$ cat src/rtl/neural_soc_sysid_ext.sv
// System-ID / uptime / scratch slave: read-only ID words, 64-bit uptime counter with a coherent
// high-word shadow, and byte-enabled scratch registers. Reads are returned READ_LATENCY cycles later.
module neural_soc_sysid_ext #(
    parameter logic [31:0] SYSTEM_ID    = 32'h0000_0000,
    parameter logic [31:0] TIMESTAMP    = 32'h0000_0000,
    parameter logic [31:0] VERSION      = 32'h0001_0000,
    parameter int          READ_LATENCY = 1,
    parameter int          NUM_SCRATCH  = 2
) (
    input  logic        clock,
    input  logic        reset,
    input  logic [3:0]  address,
    input  logic        read,
    input  logic        write,
    input  logic [31:0] writedata,
    input  logic [3:0]  byteenable,
    output logic [31:0] readdata,
    output logic        readdatavalid
);

    localparam logic [7:0] NUM_SCRATCH_B  = 8'(NUM_SCRATCH);
    localparam logic [7:0] READ_LATENCY_B = 8'(READ_LATENCY);
    localparam logic [31:0] CAPS = {16'h0000, NUM_SCRATCH_B, READ_LATENCY_B};

    logic [63:0] counter;
    logic [31:0] shadow;
    logic        en;
    logic [31:0] scratch [8];

    logic        rd_acc;
    logic        ctrl_wr;
    logic        scr_ok;
    logic        scr_wr;
    logic [31:0] rd_val;
    logic [32:0] stage_in;
    logic [READ_LATENCY-1:0][32:0] pipe;

    // A simultaneous write wins; the read is dropped entirely.
    assign rd_acc  = read & ~write;
    assign ctrl_wr = write && (address == 4'd3) && byteenable[0];
    assign scr_ok  = address[3] && ({1'b0, address[2:0]} < 4'(NUM_SCRATCH));
    assign scr_wr  = write && scr_ok;

    always_comb begin
        rd_val = '0;
        case (address)
            4'd0:    rd_val = SYSTEM_ID;
            4'd1:    rd_val = TIMESTAMP;
            4'd2:    rd_val = VERSION;
            4'd3:    rd_val = {31'd0, en};
            4'd4:    rd_val = counter[31:0];
            4'd5:    rd_val = shadow;
            4'd6:    rd_val = CAPS;
            default: if (scr_ok) rd_val = scratch[address[2:0]];
        endcase
    end

    // Counter always takes an assignment so a held value is an explicit +0.
    always_ff @(posedge clock or posedge reset) begin
        if (reset) begin
            counter <= '0;
            shadow  <= '0;
            en      <= 1'b1;
        end else begin
            if (ctrl_wr && writedata[1])
                counter <= '0;
            else
                counter <= counter + {63'd0, en};
            if (ctrl_wr)
                en <= writedata[0];
            if (rd_acc && (address == 4'd4))
                shadow <= counter[63:32];
        end
    end

    // Slots at or beyond NUM_SCRATCH are never written and stay at zero.
    always_ff @(posedge clock or posedge reset) begin
        if (reset) begin
            for (int i = 0; i < 8; i++)
                scratch[i] <= '0;
        end else if (scr_wr) begin
            for (int i = 0; i < 8; i++) begin
                if (3'(i) == address[2:0]) begin
                    for (int b = 0; b < 4; b++) begin
                        if (byteenable[b])
                            scratch[i][8*b +: 8] <= writedata[8*b +: 8];
                    end
                end
            end
        end
    end

    assign stage_in = {rd_acc, rd_acc ? rd_val : 32'd0};

    generate
        if (READ_LATENCY == 1) begin : g_lat1
            always_ff @(posedge clock or posedge reset) begin
                if (reset)
                    pipe <= '0;
                else
                    pipe <= stage_in;
            end
        end else begin : g_latn
            always_ff @(posedge clock or posedge reset) begin
                if (reset)
                    pipe <= '0;
                else
                    pipe <= {pipe[READ_LATENCY-2:0], stage_in};
            end
        end
    endgenerate

    assign readdatavalid = pipe[READ_LATENCY-1][32];
    assign readdata      = pipe[READ_LATENCY-1][31:0];

endmodule

$ cat config.mk
export PLATFORM = sky130hd
export DESIGN_NAME = neural_soc_sysid_ext
export DESIGN_NICKNAME = d
export VERILOG_FILES = /design/src/rtl/neural_soc_sysid_ext.sv
export SDC_FILE = /design/constraint.sdc
export NUM_CORES = 1
export LEC_CHECK = 0
export CAP_MARGIN = 40
export CORE_ASPECT_RATIO = 1.75
export CORE_MARGIN = 8
export CORE_UTILIZATION = 56
export CTS_CLUSTER_DIAMETER = 80
export DETAILED_ROUTE_END_ITERATION = 10
export PLACE_DENSITY = 0.77
export SETUP_SLACK_MARGIN = 0.3
export SLEW_MARGIN = 15
export SYNTH_ARGS = -nofsm -noshare
export SYNTH_HDL_FRONTEND = slang
export SYNTH_SLANG_ARGS = --single-unit
$ cat constraint.sdc
create_clock -name clock -period 10.11 [get_ports clock]
set_clock_uncertainty 0.15 [all_clocks]
set_input_delay 1.5165 -clock clock [delete_from_list [all_inputs] [get_ports clock]]
set_output_delay 1.5165 -clock clock [all_outputs]
set_load 0.05 [all_outputs]
# Word-level counts from Yosys, hierarchy flattened
# Index checks and enable logic that the tools add are counted.
# classes
add_sub_neg	1
mul	0
div_mod_pow	0
order_cmp	2
n_eq_ne	13
n_shift	0
n_mux	7
bitwise_logic	3
n_reduce_logical	41
# op_table
cell	count
$pmux W32 S6	1
$mux W32	4
$bmux W32 S3	1
$reduce_and A3 Y1	32
$add A64 B1 Y64	1
$mux W64	1
$eq A3 B3 Y1 const A	4
$eq A4 B3 Y1 const B	3
$eq A4 B2 Y1 const B	2
$eq A2 B3 Y1 const A	2
$logic_and A1 B1 Y1	6
$eq A4 B1 Y1 const B	1
$ge A4 B4 Y1 const B	1
$logic_not A4 Y1	1
$not A3 Y4	1
$eq A1 B3 Y1 const A	1
$logic_not A3 Y1	1
$lt A3 B2 Y1 const B	1
$reduce_or A2 Y1	1
$and A1 B1 Y1	1
$not A1 Y1	1
# totals
reg_bits	386
latch_bits	0
mem_bits_rw	0
mem_bits_ro	0
in_bits	44
out_inout_bits	33
memories	0

# Longest topological paths before layout
# Gate-level depths: netlist (run 1).
# depth
ltp_word	7
mapped_depth	9
mapped_depth_nobuf	6

# Worst setup path before layout (run 1)
# Ideal clock, no wire load.
# synth_path
kind	input -> register
start	input port address[0]
end	register counter[1]
setup_time_ns	0.132
arrival_ns	3.175
required_time_ns	9.828
slack_ns	6.653
cell_stages	7
path_buffers	3
path_cell_list	clkbuf_1 -> clkinv_1 -> nor4_1 -> and2_1 -> clkbuf_1 -> clkbuf_1 -> nor2_1
# synth_between
elab_chain_cells	5
# synth_rtl
item	line_no	text
start, declared	12	input logic [3:0] address,
$eq A4 B2 Y1	40	assign ctrl_wr = write && (address == 4'd3) && byteenable[0];
$logic_and A1 B1 Y1 (2 in a row)	40	
$logic_and A1 B1 Y1	65	if (ctrl_wr && writedata[1])
$mux W64	65	
end signal, assigned	68	counter <= counter + {63'd0, en};
end, declared	25	logic [63:0] counter;
# No other way between the ends.
# A chain may end at the register's enable or synchronous reset.

# Worst setup path after layout (run 1)
# layout_path
start	input port address[2]
end	register counter[58]
# Same word-level chain as after synthesis.

==> results of run 1 <==
==> synthesized netlist by cell type (all sizes together) (4+ instances only) <==
master  number  area (sq um)
dfrtp      217          5430
o21ai      118           591
mux2        95          1070
nor2        87           327
clkbuf      77           289
nand2       67           251
a21oi       53           265
and3        31           194
nor2b       29           181
nand3       23           125
or3         23           144
xnor2       22           193
nor3        18          90.1
nor4        17           106
a221oi      14           123
or4         14           109
inv         12          45.0
nand4       11          75.1
buf         10          41.3
xor2        10          87.6
o31ai        8          60.1
and4         5          43.8
nand2b       4          25.0
==> cell type report <==
type / instances / share of cell area (%)
timing repair buffer: 92 / 7.98
sequential: 218 / 46.9
tap: 234 / 2.52
multi-input combinational: 672 / 36.6
clock inverter: 4 / 0.387
clock buffer: 28 / 5.17
inverter: 13 / 0.484
==> flip-flops by register name, summed over array words and instances (netlist names) <==
signal   flops
scratch     88
counter     64
pipe        33
shadow      32
en           1
==> worst register-to-register path: stages, from the launching register on <==
cell and delay, ns:
dfstp_2 0.56, ha_1 0.22, nand4_2 0.23, or4_1 0.85, nor4_1 0.86, or4b_1 0.49, a21oi_1 0.15
==> cell families after synthesis <==
kind of cell,count (synthesis),synth area share [%]
XOR/XNOR,32,2.78
flip-flops,218,54.1
adder cells (fa/ha/maj),2,0.248
multiplexers,96,10.7
AO/OA/AOI/OAI,202,11.0
AND/OR/NAND/NOR,340,17.4
buffers and inverters,100,3.76
==> final timing paths <==
check	from	slack [ns]	cells past startpoint	endpoint
max	address[2]	5.95	8	counter[58]
max reg2reg	en	6.51	6	counter[38]
min reg2reg	scratch[143]	0.23	0	scratch[143]
min	scratch[143]	0.23	0	scratch[143]
max in group asynchronous	reset	7.01	5	counter[50]
min in group asynchronous	reset	1.28	2	pipe[3]
==> power by group through the flow <==
stage	clock network (mW)	logic (mW)	registers, mW
CTS	0.762	0.413	1.19
floorplan	0	0.300	1.16
finish	0.749	0.411	1.19
global placement	0	0.391	1.19
global route	0.793	0.461	1.21
detailed placement	0	0.409	1.20
==> metal layers <==
layer  up-vias  routed length (um)  track usage, %  share of wire, %
met5         -                   0               0                 0
met4         0                 893            9.64               3.7
met3        59                 916            2.83               3.8
met2       190               12800            37.2                54
met1      3709                9260            24.9                39
li1       3516                   -               -                 -
==> results.md, run 1 <==
* Status: finished clean
* Fin cells at roughly 1300
* Final Hold Vio Count at 0
* Final setup violating endpoints at 0
* Asr flop ratio synth at 100%
* Setup WS pre-CTS at around 5.1 ns
* Largest net degree at the start of global routing at 85
* Post-DRT Antenna Nets at 0
* Pins Over Slew Limit at 0
* Cell Pwr Density at 202 nW/um^2
* Drt first-iter violations at 624
* Fraction of layout cells with a size suffix above 1 at between 10% and 20%
* PortBufs at 76
* CP Data Arrival Time at 4.39 ns
* Share of the yosys chip area belonging to registers at around 54%
* Post-DP HPWL at roughly 17000 um
* Placed instance area at approximately 11000 sq um
* Switching Fraction at between 20% and 30%
* Total CTS buffers at 21
* CTS tree: yes
* Logic pwr share at ~18%
* Critical path's slowest cell: and2_2
* Hold_buf cts at 0
* WL/cell at around 19 um
* Synth Warn # at 0
* WP buf/inv at 3
* WL final at approximately 24000 um
* Worst Path Max Fanout at 42
* Sequential power share at about half
* Post-layout util at between 60% and 70%
* HP Class: reg -> reg
* Htree depth at 1
* Synth cell types at 47
* DR DRC count at 0
* Layout area overhead at 15.3%
* Final setup TNS at 0 ns
* Required time worst endpoint at approximately 10 ns
* Clock power frac at a little under a third
* Post-route cell area at approximately 12000 sq um
* Clock Sinks at 218
* Max rail drop VDD at 149 uV
* FF/Latch Area at around 5500 sq um
* Crit end category: flop
* Number of synthesized flops with an enable pin at 0
* Synthesized instance count at a little under 1000
* Final worst setup slack at a little under 6 ns
* Net Count, Synth at just over 1000
* Slew @ Worst Pin at 0.879 ns
* Startpoint types: input pin
* RD Place Congestion at 0.875
* Commonest non-fill, non-tap cell in the layout: dfrtp_1
* Multi-input gate area at 4260 sq um
* Maximum clock frequency at 240 MHz
* Relative slew slack at 41.0%
* Synthesized area at ~10000 sq um
* Worst-path cell chain: clkdlybuf4s50_1, buf_4, nand2b_1, nor4_1, and2_2, buf_4, nor2b_1, mux2_2
* Nets at 1064
* GRT Overall Usage at between 20% and 30%
* Clock Latency Late Sink at between 0.4 and 0.5 ns
* Yosys reg bits at about 220
* Leak at roughly 5 nW
* Worst hold slack at between 0.2 and 0.25 ns
* Int Pwr at 1.66 mW
* Die height at 194 um
* Initial core utilization at 56.4%
* Post-synth top flop: dfrtp_1
* Global route overflow at 0
* Rows at 65
* MaxCap Viol Count at 0
* CP dominant cell by count: buf_4
* Via density at 5.93
* CP top delay family: simple AND/OR/NAND/NOR gates
* Pwr Total at approximately 2.3 mW
* Reg clk slew, reported paths at around 0.060 ns
* Most frequent cells in the layout: dfrtp_1 (217), o21ai_0 (118), mux2_2 (95)
* CP max stage delay at between 0.5 and 0.6 ns
* N_diodes at 0
* Net Sw Power at roughly 690 uW
* Clock root cell: clkbuf_16
* Setup bufs post-CTS at 0
* # IOs at between 70 and 80
* CORE AREA at approximately 18000 sq um
* Initial antenna violation count at 0
* Crit path time final at around 4.2 ns
* Avg Inst Size Synth at 10.2 sq um
* RSZ-0062 raised after global routing: no
* Max clock buf depth at 3
* Filler cells at 1401
* Global-route wire length before repair at 39800 um
* Post-cts repair resize count at 0
* Full die area at between 20000 and 25000 sq um
* Crit Path Category: in -> reg
* Vias in the first global route at 7659
* DR vias at around 7500
* DR pass1 iterations at 5
* Die W at about 120 um
* Placed cells at around 1200
* Fin crit share at 41.2%
Note: power is estimated with default switching activity, not from simulation.
==> run 2, diff against run 1 <==
==> constraint.sdc (replaced) <==
create_clock -name clock -period 3.9 [get_ports clock]
set_clock_uncertainty 0.15 [all_clocks]
set_input_delay 0.585 -clock clock [delete_from_list [all_inputs] [get_ports clock]]
set_output_delay 0.585 -clock clock [all_outputs]
set_load 0.05 [all_outputs]
==> results.md, run 2 (same netlist as run 1, synthesis figures left out) <==
* Status: finished clean
* Filler cells at 1400
* Die height at roughly 190 um
* PortBufs at 76
* Full die area at roughly 23000 sq um
* Total CTS buffers at 20
* Global-route wire length before repair at between 40000 and 50000 um
* Post-layout util at 65.1%
* Final worst setup slack at 0.594 ns
* Routed metal-1 wirelength at 9480 um
* Post-DRT Antenna Nets at 0
* Cell Pwr Density at roughly 520 nW/um^2
* Crit path time final at 3.31 ns
* Max rail drop VDD at roughly 300 uV
* CORE AREA at between 15000 and 20000 sq um
* Vias in the first global route at between 7000 and 8000
* Initial antenna violation count at 0
* Initial core utilization at 56.4%
* Layout area overhead at 15.3%
* Slew @ Worst Pin at between 0.9 and 1 ns
* FF/Latch Area at around 5500 sq um
* # IOs at 77
* Rows at 65
* Worst Path Max Fanout at 16
* Reg with most FFs: scratch
* Global route overflow at 0
* Placed instance area at between 10000 and 15000 sq um
* Max Used Layer: met4
* Clock Latency Late Sink at 0.49 ns
* Startpoint types: flop
* Pins Over Slew Limit at 0
* Final setup TNS at 0 ns
* Crit end category: flop
* Drt first-iter violations at around 600
* WL final at 24900 um
* Fraction of layout cells with a size suffix above 1 at 15.3%
* Fin crit share at between 80% and 90%
* Final setup violating endpoints at 0
* Reg clk slew, reported paths at about 0.06 ns
* HP Class: reg -> reg
* Met3 wire len at 691 um
* MaxCap Viol Count at 0
* Final Hold Vio Count at 0
* Largest register FFs at 88
* Via density at roughly 5.9
* DR DRC count at 0
* Most frequent cells in the layout: dfrtp_1 (217), o21ai_0 (118), mux2_2 (95)
* Max clock buf depth at 3
* Hold_buf cts at 0
* Clock Sinks at ~220
* Setup bufs post-CTS at 0
* WL/cell at about 20 um
* Leak at around 5.0 nW
* DR vias at 7556
* CP Data Arrival Time at 3.57 ns
* Post-DP HPWL at 17400 um
* Die W at 117 um
* GRT Overall Usage at between 20% and 30%
* RSZ-0062 raised after global routing: no
* R2R setup slack at 0.59 ns
* N_diodes at 0
* Largest net degree at the start of global routing at between 150 and 200
* Post-cts repair resize count at 0
* Maximum clock frequency at between 300 and 400 MHz
* RD Place Congestion at between 0.8 and 0.9
* DR pass1 iterations at 4
* Biggest registers after layout: scratch x88, counter x64, pipe x33
* Htree depth at 1
* Crit Path Category: reg -> reg
* Commonest non-fill, non-tap cell in the layout: dfrtp_1
* Post-route cell area at 11600 sq um
* CTS tree: yes
* Relative slew slack at 37.2%
* Clock root cell: clkbuf_16
* Multi-input gate area at about 4300 sq um
* Nets at 1069
* Routed wl met2 at about 14000 um
* Required time worst endpoint at 4.17 ns
* Setup WS pre-CTS at ~0.58 ns
run 2: metrics by stage:
step           hold slack, ns  power [mW]  cells
6_report                0.228        6.09   1270
5_1_grt                 0.239        6.39   1270
4_1_cts                 0.231        6.12   1270
3_5_place_dp            0.217        4.19   1235
3_3_place_gp            0.215        4.13   1235
2_1_floorplan           0.280        3.79    990
run 2: worst paths after layout:
check                              from  cells after the start      endpoint
hold / removal             scratch[138]                      0  scratch[138]
min in group asynchronous         reset                      3       pipe[3]
max in group asynchronous         reset                      3    shadow[17]
setup / recovery                     en                      6   counter[56]
setup reg to reg                     en                      6   counter[56]
hold reg to reg            scratch[138]                      0  scratch[138]
run 2: power breakdown:
part / total (mW) / internal [mW] / switching [mW]
Combinational: 1.08 / 0.503 / 0.578
Sequential: 3.08 / 2.68 / 0.408
Clock: 1.93 / 1.11 / 0.818
run 2: final cells by class:
class                      instances  share of cell area (%)
timing repair buffer              98                    8.08
tap                              234                    2.51
multi-input combinational        672                    36.6
inverter                          13                   0.451
sequential                       218                    46.9
clock buffer                      30                    5.06
clock inverter                     5                   0.430
run 2: critical path: stages (launching register included):
cell	delay, ns
dfstp_2	0.55
ha_1	0.22
nand4_2	0.23
or4_1	0.73
or4_1	0.68
or4_1	0.52
a21oi_1	0.15
run 2: layer usage:
metal | GRT usage (%) | vias up
met5 | 0 | -
met2 | 41.2 | 129
li1 | - | 3538
met1 | 23.5 | 3831
met4 | 9.49 | 0
met3 | 2.48 | 58
